### config.mk
export PLATFORM = sky130hd
export DESIGN_NAME = nco_param_loader
export DESIGN_NICKNAME = d
export VERILOG_FILES = /design/src/rtl/nco_param_loader.sv
export SDC_FILE = /design/constraint.sdc
export NUM_CORES = 2
export LEC_CHECK = 0
export BUFFER_PORTS_ARGS = -buffer_cell sky130_fd_sc_hd__buf_2
export CORE_MARGIN = 1
export CORE_UTILIZATION = 35
export DETAILED_ROUTE_END_ITERATION = 12
export SLEW_MARGIN = 20
export SYNTH_ARGS = -nofsm -noshare
export SYNTH_HDL_FRONTEND = slang
export SYNTH_SLANG_ARGS = --single-unit
### constraint.sdc
create_clock -name clk -period 2.43 [get_ports clk]
set_input_delay 0.3645 -clock clk [delete_from_list [all_inputs] [get_ports clk]]
set_output_delay 0.3645 -clock clk [all_outputs]
set_load 0.01 [all_outputs]
### src/rtl/nco_param_loader.sv
// Parses a 16-bit command stream into 24 shadow NCO words and copies all of
// them to the active outputs in a single cycle on an armed epoch tick.
module nco_param_loader (
  input  logic        clk,
  input  logic        rst_n,
  input  logic [15:0] rx_data,
  input  logic        rx_valid,
  output logic        rx_ready,
  input  logic        epoch_tick,
  output logic [27:0] fre_carrier0,
  output logic [27:0] fre_carrier1,
  output logic [27:0] fre_carrier2,
  output logic [27:0] fre_carrier3,
  output logic [27:0] fre_carrier4,
  output logic [27:0] fre_carrier5,
  output logic [27:0] fre_carrier6,
  output logic [27:0] fre_carrier7,
  output logic [27:0] fre_1023k0,
  output logic [27:0] fre_1023k1,
  output logic [27:0] fre_1023k2,
  output logic [27:0] fre_1023k3,
  output logic [27:0] fre_1023k4,
  output logic [27:0] fre_1023k5,
  output logic [27:0] fre_1023k6,
  output logic [27:0] fre_1023k7,
  output logic [27:0] pha_1023k0,
  output logic [27:0] pha_1023k1,
  output logic [27:0] pha_1023k2,
  output logic [27:0] pha_1023k3,
  output logic [27:0] pha_1023k4,
  output logic [27:0] pha_1023k5,
  output logic [27:0] pha_1023k6,
  output logic [27:0] pha_1023k7,
  output logic        commit_pulse,
  output logic [7:0]  err_cnt
);

  localparam logic [15:0] SYNC      = 16'hA55A;
  localparam logic [3:0]  OP_WRITE  = 4'h1;
  localparam logic [3:0]  OP_COMMIT = 4'h2;

  typedef enum logic [2:0] {ST_HUNT, ST_HDR, ST_HI, ST_LO, ST_PEND} state_e;

  state_e      state_q, state_d;
  logic [2:0]  ch_q, ch_d;
  logic [1:0]  sel_q, sel_d;
  logic [11:0] hi_q, hi_d;
  logic        rx_ready_q, rx_ready_d;
  logic        commit_q, commit_d;
  logic [7:0]  err_q, err_d;
  logic        err_evt;
  logic        accept;

  // Indexed [select][channel]: 0 fre_carrier, 1 fre_1023k, 2 pha_1023k.
  logic [27:0] shadow_q [3][8];
  logic [27:0] shadow_d [3][8];
  logic [27:0] active_q [3][8];
  logic [27:0] active_d [3][8];

  assign accept = rx_valid && rx_ready_q;

  always_comb begin
    // NOTE: every signal assigned here gets a default first, so no path can
    // leave one unassigned and infer a latch.
    state_d  = state_q;
    ch_d     = ch_q;
    sel_d    = sel_q;
    hi_d     = hi_q;
    shadow_d = shadow_q;
    active_d = active_q;
    commit_d = 1'b0;
    err_evt  = 1'b0;

    case (state_q)
      ST_HUNT: if (accept && rx_data == SYNC) state_d = ST_HDR;
      ST_HDR: if (accept) begin
        if (rx_data[15:12] == OP_WRITE && rx_data[1:0] != 2'd3) begin
          ch_d    = rx_data[10:8];
          sel_d   = rx_data[1:0];
          state_d = ST_HI;
        end else if (rx_data[15:12] == OP_COMMIT) begin
          state_d = ST_PEND;
        end else begin
          err_evt = 1'b1;
          state_d = ST_HUNT;
        end
      end
      ST_HI: if (accept) begin
        if (rx_data[15:12] == 4'h0) begin
          hi_d    = rx_data[11:0];
          state_d = ST_LO;
        end else begin
          err_evt = 1'b1;
          state_d = ST_HUNT;
        end
      end
      ST_LO: if (accept) begin
        shadow_d[sel_q][ch_q] = {hi_q, rx_data};
        state_d               = ST_HUNT;
      end
      ST_PEND: if (epoch_tick) begin
        active_d = shadow_q;
        commit_d = 1'b1;
        state_d  = ST_HUNT;
      end
      default: state_d = ST_HUNT;
    endcase

    err_d      = (err_evt && err_q != 8'hFF) ? err_q + 8'd1 : err_q;
    // Registered ready follows the state being entered, so it is already low
    // on the first PEND cycle and high again right after the commit.
    rx_ready_d = (state_d != ST_PEND);
  end

  always_ff @(posedge clk or negedge rst_n) begin
    if (!rst_n) begin
      state_q    <= ST_HUNT;
      ch_q       <= '0;
      sel_q      <= '0;
      hi_q       <= '0;
      rx_ready_q <= 1'b0;
      commit_q   <= 1'b0;
      err_q      <= '0;
      // NOTE: the register arrays are small flop banks, not RAM, and must
      // read back as zero after reset, so they are cleared here explicitly.
      shadow_q   <= '{default: '0};
      active_q   <= '{default: '0};
    end else begin
      state_q    <= state_d;
      ch_q       <= ch_d;
      sel_q      <= sel_d;
      hi_q       <= hi_d;
      rx_ready_q <= rx_ready_d;
      commit_q   <= commit_d;
      err_q      <= err_d;
      shadow_q   <= shadow_d;
      active_q   <= active_d;
    end
  end

  assign rx_ready     = rx_ready_q;
  assign commit_pulse = commit_q;
  assign err_cnt      = err_q;

  assign fre_carrier0 = active_q[0][0];
  assign fre_carrier1 = active_q[0][1];
  assign fre_carrier2 = active_q[0][2];
  assign fre_carrier3 = active_q[0][3];
  assign fre_carrier4 = active_q[0][4];
  assign fre_carrier5 = active_q[0][5];
  assign fre_carrier6 = active_q[0][6];
  assign fre_carrier7 = active_q[0][7];
  assign fre_1023k0   = active_q[1][0];
  assign fre_1023k1   = active_q[1][1];
  assign fre_1023k2   = active_q[1][2];
  assign fre_1023k3   = active_q[1][3];
  assign fre_1023k4   = active_q[1][4];
  assign fre_1023k5   = active_q[1][5];
  assign fre_1023k6   = active_q[1][6];
  assign fre_1023k7   = active_q[1][7];
  assign pha_1023k0   = active_q[2][0];
  assign pha_1023k1   = active_q[2][1];
  assign pha_1023k2   = active_q[2][2];
  assign pha_1023k3   = active_q[2][3];
  assign pha_1023k4   = active_q[2][4];
  assign pha_1023k5   = active_q[2][5];
  assign pha_1023k6   = active_q[2][6];
  assign pha_1023k7   = active_q[2][7];

endmodule
* Word level (Yosys, flattened, before mapping)
Index checks and enable logic that the tools add are counted.
Widths: inputs -> output; s select.
** Operators by class
- $add $sub $neg :: 1
- Multiply operators :: 0
- Div/mod/pow operators :: 0
- Magnitude comparators :: 4
- Eq/ne operators :: 10
- Shifts and indexed selects :: 0
- Multiplexer cells :: 22
- Bitwise gates (word level) :: 2
- Reduce and logical (&&, ||, !) cells :: 12
** Operators by type and width (number)
- $bwmux 672 :: 1
- $demux 224 s2 :: 1
- $mux 224 :: 1
- $demux 28 s3 :: 1
- $mux 28 :: 1
- $mux 3 :: 7
- $eq 16x16->1 const B :: 1
- $pmux 3 s5 :: 1
- $add 8x1->8 const B :: 1
- $ne 8x8->1 const B :: 1
- $mux 1 :: 7
- $eq 3x2->1 const B :: 2
- $logic_and 1x1->1 :: 6
- $reduce_and 3->1 :: 2
- $eq 4x1->1 const B :: 1
- $eq 4x2->1 const B :: 1
- $ge 4x4->1 const B :: 1
- $logic_not 4->1 :: 1
- $lt 4x1->1 const B :: 1
- $not 3->4 :: 1
- $reduce_and 2->1 :: 2
- $eq 3x1->1 const B :: 1
- $eq 3x3->1 const B :: 1
- $ge 3x3->1 const B :: 1
- other kinds (7) :: 7
** Storage, ports and cells
- Bits in registers :: 1374
- Latch bits :: 0
- RAM bits :: 0
- Memory bits (read-only) :: 0
- Input port bits :: 20
- Output and inout port bits :: 682
- Logic and storage cells :: 106
- Memories :: 0

* Longest topological paths before layout
- Word-level depth :: 8
- Mapped depth :: 8

* Worst setup path after synthesis
Ideal clock, no wire load.
- Kind :: reg2reg
- Start point :: reg ch_q[0]
- End point :: reg shadow_q[427] (netlist bit)
- Setup time :: 125 ps
- Arrival :: 2138 ps
- Required time :: 2305 ps
- Setup slack :: 167 ps
- Stages on the path, launching flop included :: 7
- Path buffers :: 2
- Clock period less this slack :: 2263 ps
- Cells stage by stage :: dfrtp_1 > buf_2 > nor2_1 > nand3_1 > nor3_2 > buf_4 > mux2_2
** On the way
- Longest elaborated chain between the ends :: 8
** RTL lines
- from (decl) :: line 45 : logic [2:0] ch_q, ch_d;
- from (signal assigned) :: line 130 : ch_q <= ch_d;
- $not 3->4 (implied by the code) (*) :: line 98 : shadow_d[sel_q][ch_q] = {hi_q, rx_data};
- $ge 4x4->1 (implied by the code) / $lt 4x1->1 (equally long branches) :: line 98
- $logic_and 1x1->1 (implied by the code) :: line 98
- $mux 28 (implied by the code) :: line 98
- $demux 28 s3 (*) :: line 98
- $mux 224 (implied by the code) (*) :: line 98
- $demux 224 s2 (*) :: line 98
- $bwmux 672 (*) :: line 98
- to (signal assigned) :: line 136 : shadow_q <= shadow_d;
- to (decl) :: line 55 : logic [27:0] shadow_q [3][8];
Every way passes the cells marked *; elsewhere a longest branch is shown, timed or not.
A chain may end at the register's enable or synchronous reset.

* Worst setup path after layout
- Start point :: reg rx_ready_q, in the netlist rx_ready
- End point :: reg shadow_q[421] (netlist bit)
** On the way
- Longest elaborated chain between the ends :: 2
** RTL lines
- from (decl) :: line 48 : logic rx_ready_q, rx_ready_d;
- from (signal assigned) :: line 133 : rx_ready_q <= rx_ready_d;
- $logic_and 1x1->1 :: line 60 : assign accept = rx_valid && rx_ready_q;
- $reduce_and 2->1 (no line)
No other way between the ends.

==> impl_metrics.py <==
metrics = {
    "routing": {
        "totalWireLength_mm": 148.4,
        "routed_via_density": 4.886,
        "first_pass_iters": 5,
        "vias": 28761,
        "ant_nets": 0,
        "routedWlPerCell_um": 25.21,
        "drc": 0,
        "drtIter0Drc": 1354,
    },
    "timing": {
        "hold_violations": 0,
        "fin_tns_setup_ps": 0,
        "drv_slew": 0,
        "fin_hold_ws_ps": 77.35,
        "fin_skew_ps": 51.06,
        "rsz0062_at_grt": "false",
        "fin_crit_sh_pct": 94.40,
        "tightestPinTransition_ps": 1047,
        "fin_crit_ps": 2294,
        "setup-violations-final": 0,
        "relSlewSlack_pct": 30.18,
        "clock.fmax_mhz": 436.0,
    },
    "min_path": {
        "hold_depth": 2,
        "hold_path_class": "in2reg",
        "hold_start": "rx_data[4]",
        "hold-path-endpoint": "shadow_q[256]$_DFFE_PN0P_",
    },
    "clock_tree": {
        "numCtsBuffers": 149,
        "clk_path_buf_depth": 3,
        "post-cts-setup-buffer-count": 0,
        "clock-sinks": 1374,
        "htreeDepth": 4,
        "clk_root_buffer_cell": "clkbuf_16",
        "cts_tree": "built",
        "clk_latency_ps": 800,
        "path_clk_slew_ps": 60,
    },
    "floorplan": {
        "start_util_pct": 35.23,
        "core_area_sq_um": 145400,
        "rows": 140,
        "dieWidth_um": 384.5,
        "die_h_um": 384.5,
        "design.die.area_sq_um": 147900,
        "io_pins": 702,
    },
    "worst_setup_path": {
        "max_stage_delay_ps": 390,
        "crit_arrival_ps": 2930,
        "r2r_cells": 6,
        "cp_slowest_cell": "dfrtp_1",
        "crit_path_end_kind": "register",
        "critPathLaunch": "rx_ready$_DFF_PN0_",
        "worstPathMaxFanout": 25,
        "startpoint_type": "register",
        "r2r-start": "rx_ready$_DFF_PN0_",
        "r2r_end": "shadow_q[421]$_DFFE_PN0P_",
        "critPathRequiredTime_ps": 3060,
        "rrSetupSlack_ps": 140,
        "path_cells": "nand3_2 > nor3b_1 > nand3_1 > nor3_4 > buf_12 > mux2_2",
        "setup.worst_path.class": "reg2reg",
    },
    "power_and_ir_drop": {
        "ir_drop_mv": 0.6088,
        "cellPowerDensity_nw_per_um2": 733.5,
        "p_leak_nw": 34.34,
        "power_w": 0.04664,
    },
    "synthesis": {
        "synth.distinct_cells": 45,
        "synth_seq_area_share_pct": 67.13,
        "synth_cells": 3022,
        "yosysTopAreaCell": "dfrtp_1",
        "yosysTopAreaCellShare_pct": 67.13,
        "synth-seq-cells": 1374,
        "synth_area_leaders": "dfrtp_1 67%, mux2_2 30%, buf_2 0.71%",
        "yosys_warnings": 0,
        "syn_avg_cell_area_sq_um": 16.95,
        "synth_area_sq_um": 51220,
        "syn-num-nets": 3043,
    },
    "job": {
        "drv_cap": 0,
    },
    "layout": {
        "drive_gt1_share_pct": 63.09,
        "final_common_cell": "dfrtp_1",
        "syn2layout_area_growth_pct": 24.16,
        "largest_reg_flops": 672,
        "regMostFlops": "shadow_q",
        "utilization_pct": 43.74,
        "fin_nets": 3863,
        "final_cell_mix": "1362 x dfrtp_1, 1359 x mux2_2, 700 x buf_2",
    },
    "global_route": {
        "grt_max_degree": 80,
        "grt_overflow": 0,
        "grt_pass1_wl_mm": 213.7,
        "grt_usage_pct": 20.09,
        "grt_pass1_vias": 29798,
        "grt_antenna_before_repair": 34,
    },
    "placement": {
        "place_congestion": 0.7544,
        "port_buffers": 701,
        "place_hpwl_mm": 97.91,
    },
    "status": {
        "status": "finished, final reports clean",
    },
}
==> cell families after synthesis <==
kind of cell             synth area share [%]
XOR/XNOR                               0.1197
multiplexers                            29.99
adder cells (fa/ha/maj)               0.02443
AND/OR/NAND/NOR                        0.9797
flip-flops                              67.13
buffers and inverters                   1.639
AO/OA/AOI/OAI                          0.1173
==> metal layers <==
layer  track usage [%]  part of all wire, %  vias to the layer above
met1             26.92                   44                    15376
met2             30.76                   46                      847
met3             7.012                  8.5                      181
met4             5.548                  2.0                        4
met5                 0                0.018                        -
li1                  -                    -                    12353
==> final cells by class <==
class / instances / area [sq um]
fillers: 13141 / 81800
flip-flops and latches: 1374 / 34400
repair buffers: 862 / 5703
inverters: 1 / 3.754
multi-input cells: 1454 / 16050
well taps: 1917 / 2399
clock inverters: 46 / 663.1
clock buffers: 219 / 4342
diodes: 13 / 32.53
==> repair_timing <==
item / 4_1_cts / 5_1_grt
hold endpoints to repair: 514 / 0
setup endpoints to repair: 0 / 33
resized for setup: 0 / 1
hold buffers: 3 / 0
==> how the worst max path moves through the flow <==
| stage | slack (ps) | end | cells past startpoint |
|---|---|---|---|
| global placement | 90 | fre_1023k3[2]$_DFFE_PN0P_ | 6 |
| global route | 60 | shadow_q[421]$_DFFE_PN0P_ | 6 |
| detailed placement | 110 | fre_carrier3[17]$_DFFE_PN0P_ | 6 |
| floorplan | 170 | shadow_q[427]$_DFFE_PN0P_ | 6 |
| CTS | 40 | fre_1023k5[19]$_DFFE_PN0P_ | 6 |
| finish | 140 | shadow_q[421]$_DFFE_PN0P_ | 6 |
==> worst max-delay path, delay by kind of cell, from the launching register on <==
kind                   cells  cell delay [ps]
and+or+nand+nor            4             1070
buffers and inverters      1              290
muxes                      1              360
DFF                        1              390
==> cells in the mapped netlist, drive strengths merged <==
cell type	number
clkbuf	96
or3	1
nor4	1
nor4bb	3
and4	1
o211ai	1
mux2	1363
a21oi	1
dfrtp	1374
xor2	1
nor2	14
xnor2	6
mux2i	1
ha	1
inv	1
nor2b	2
a21bo	1
buf	97
a22oi	1
or2	2
nand3	11
nand2b	2
nor3	5
nand3b	1
nand4	5
nor3b	1
nor4b	1
or3b	1
or4b	1
a211oi	1
nand2	20
a31oi	1
a2111o	1
and3	3
==> per-stage QoR <==
stage	std cells	setup WS, ps	area [sq um]
6_report	5886	136.2	63590
5_1_grt	5874	58.35	63560
4_1_cts	5873	42.18	63550
3_5_place_dp	5605	110.8	58520
3_3_place_gp	5605	87.25	58520
2_1_floorplan	3022	167.3	51220
==> where the power goes <==
group / leakage (nW) / switching (W) / internal, W
Sequential: 19.2 / 0.0000000248 / 0.0229
Clock: 2.45 / 0.00960 / 0.0133
Combinational: 12.7 / 0.000750 / 0.000145
Power figures use the tool's default switching activity.
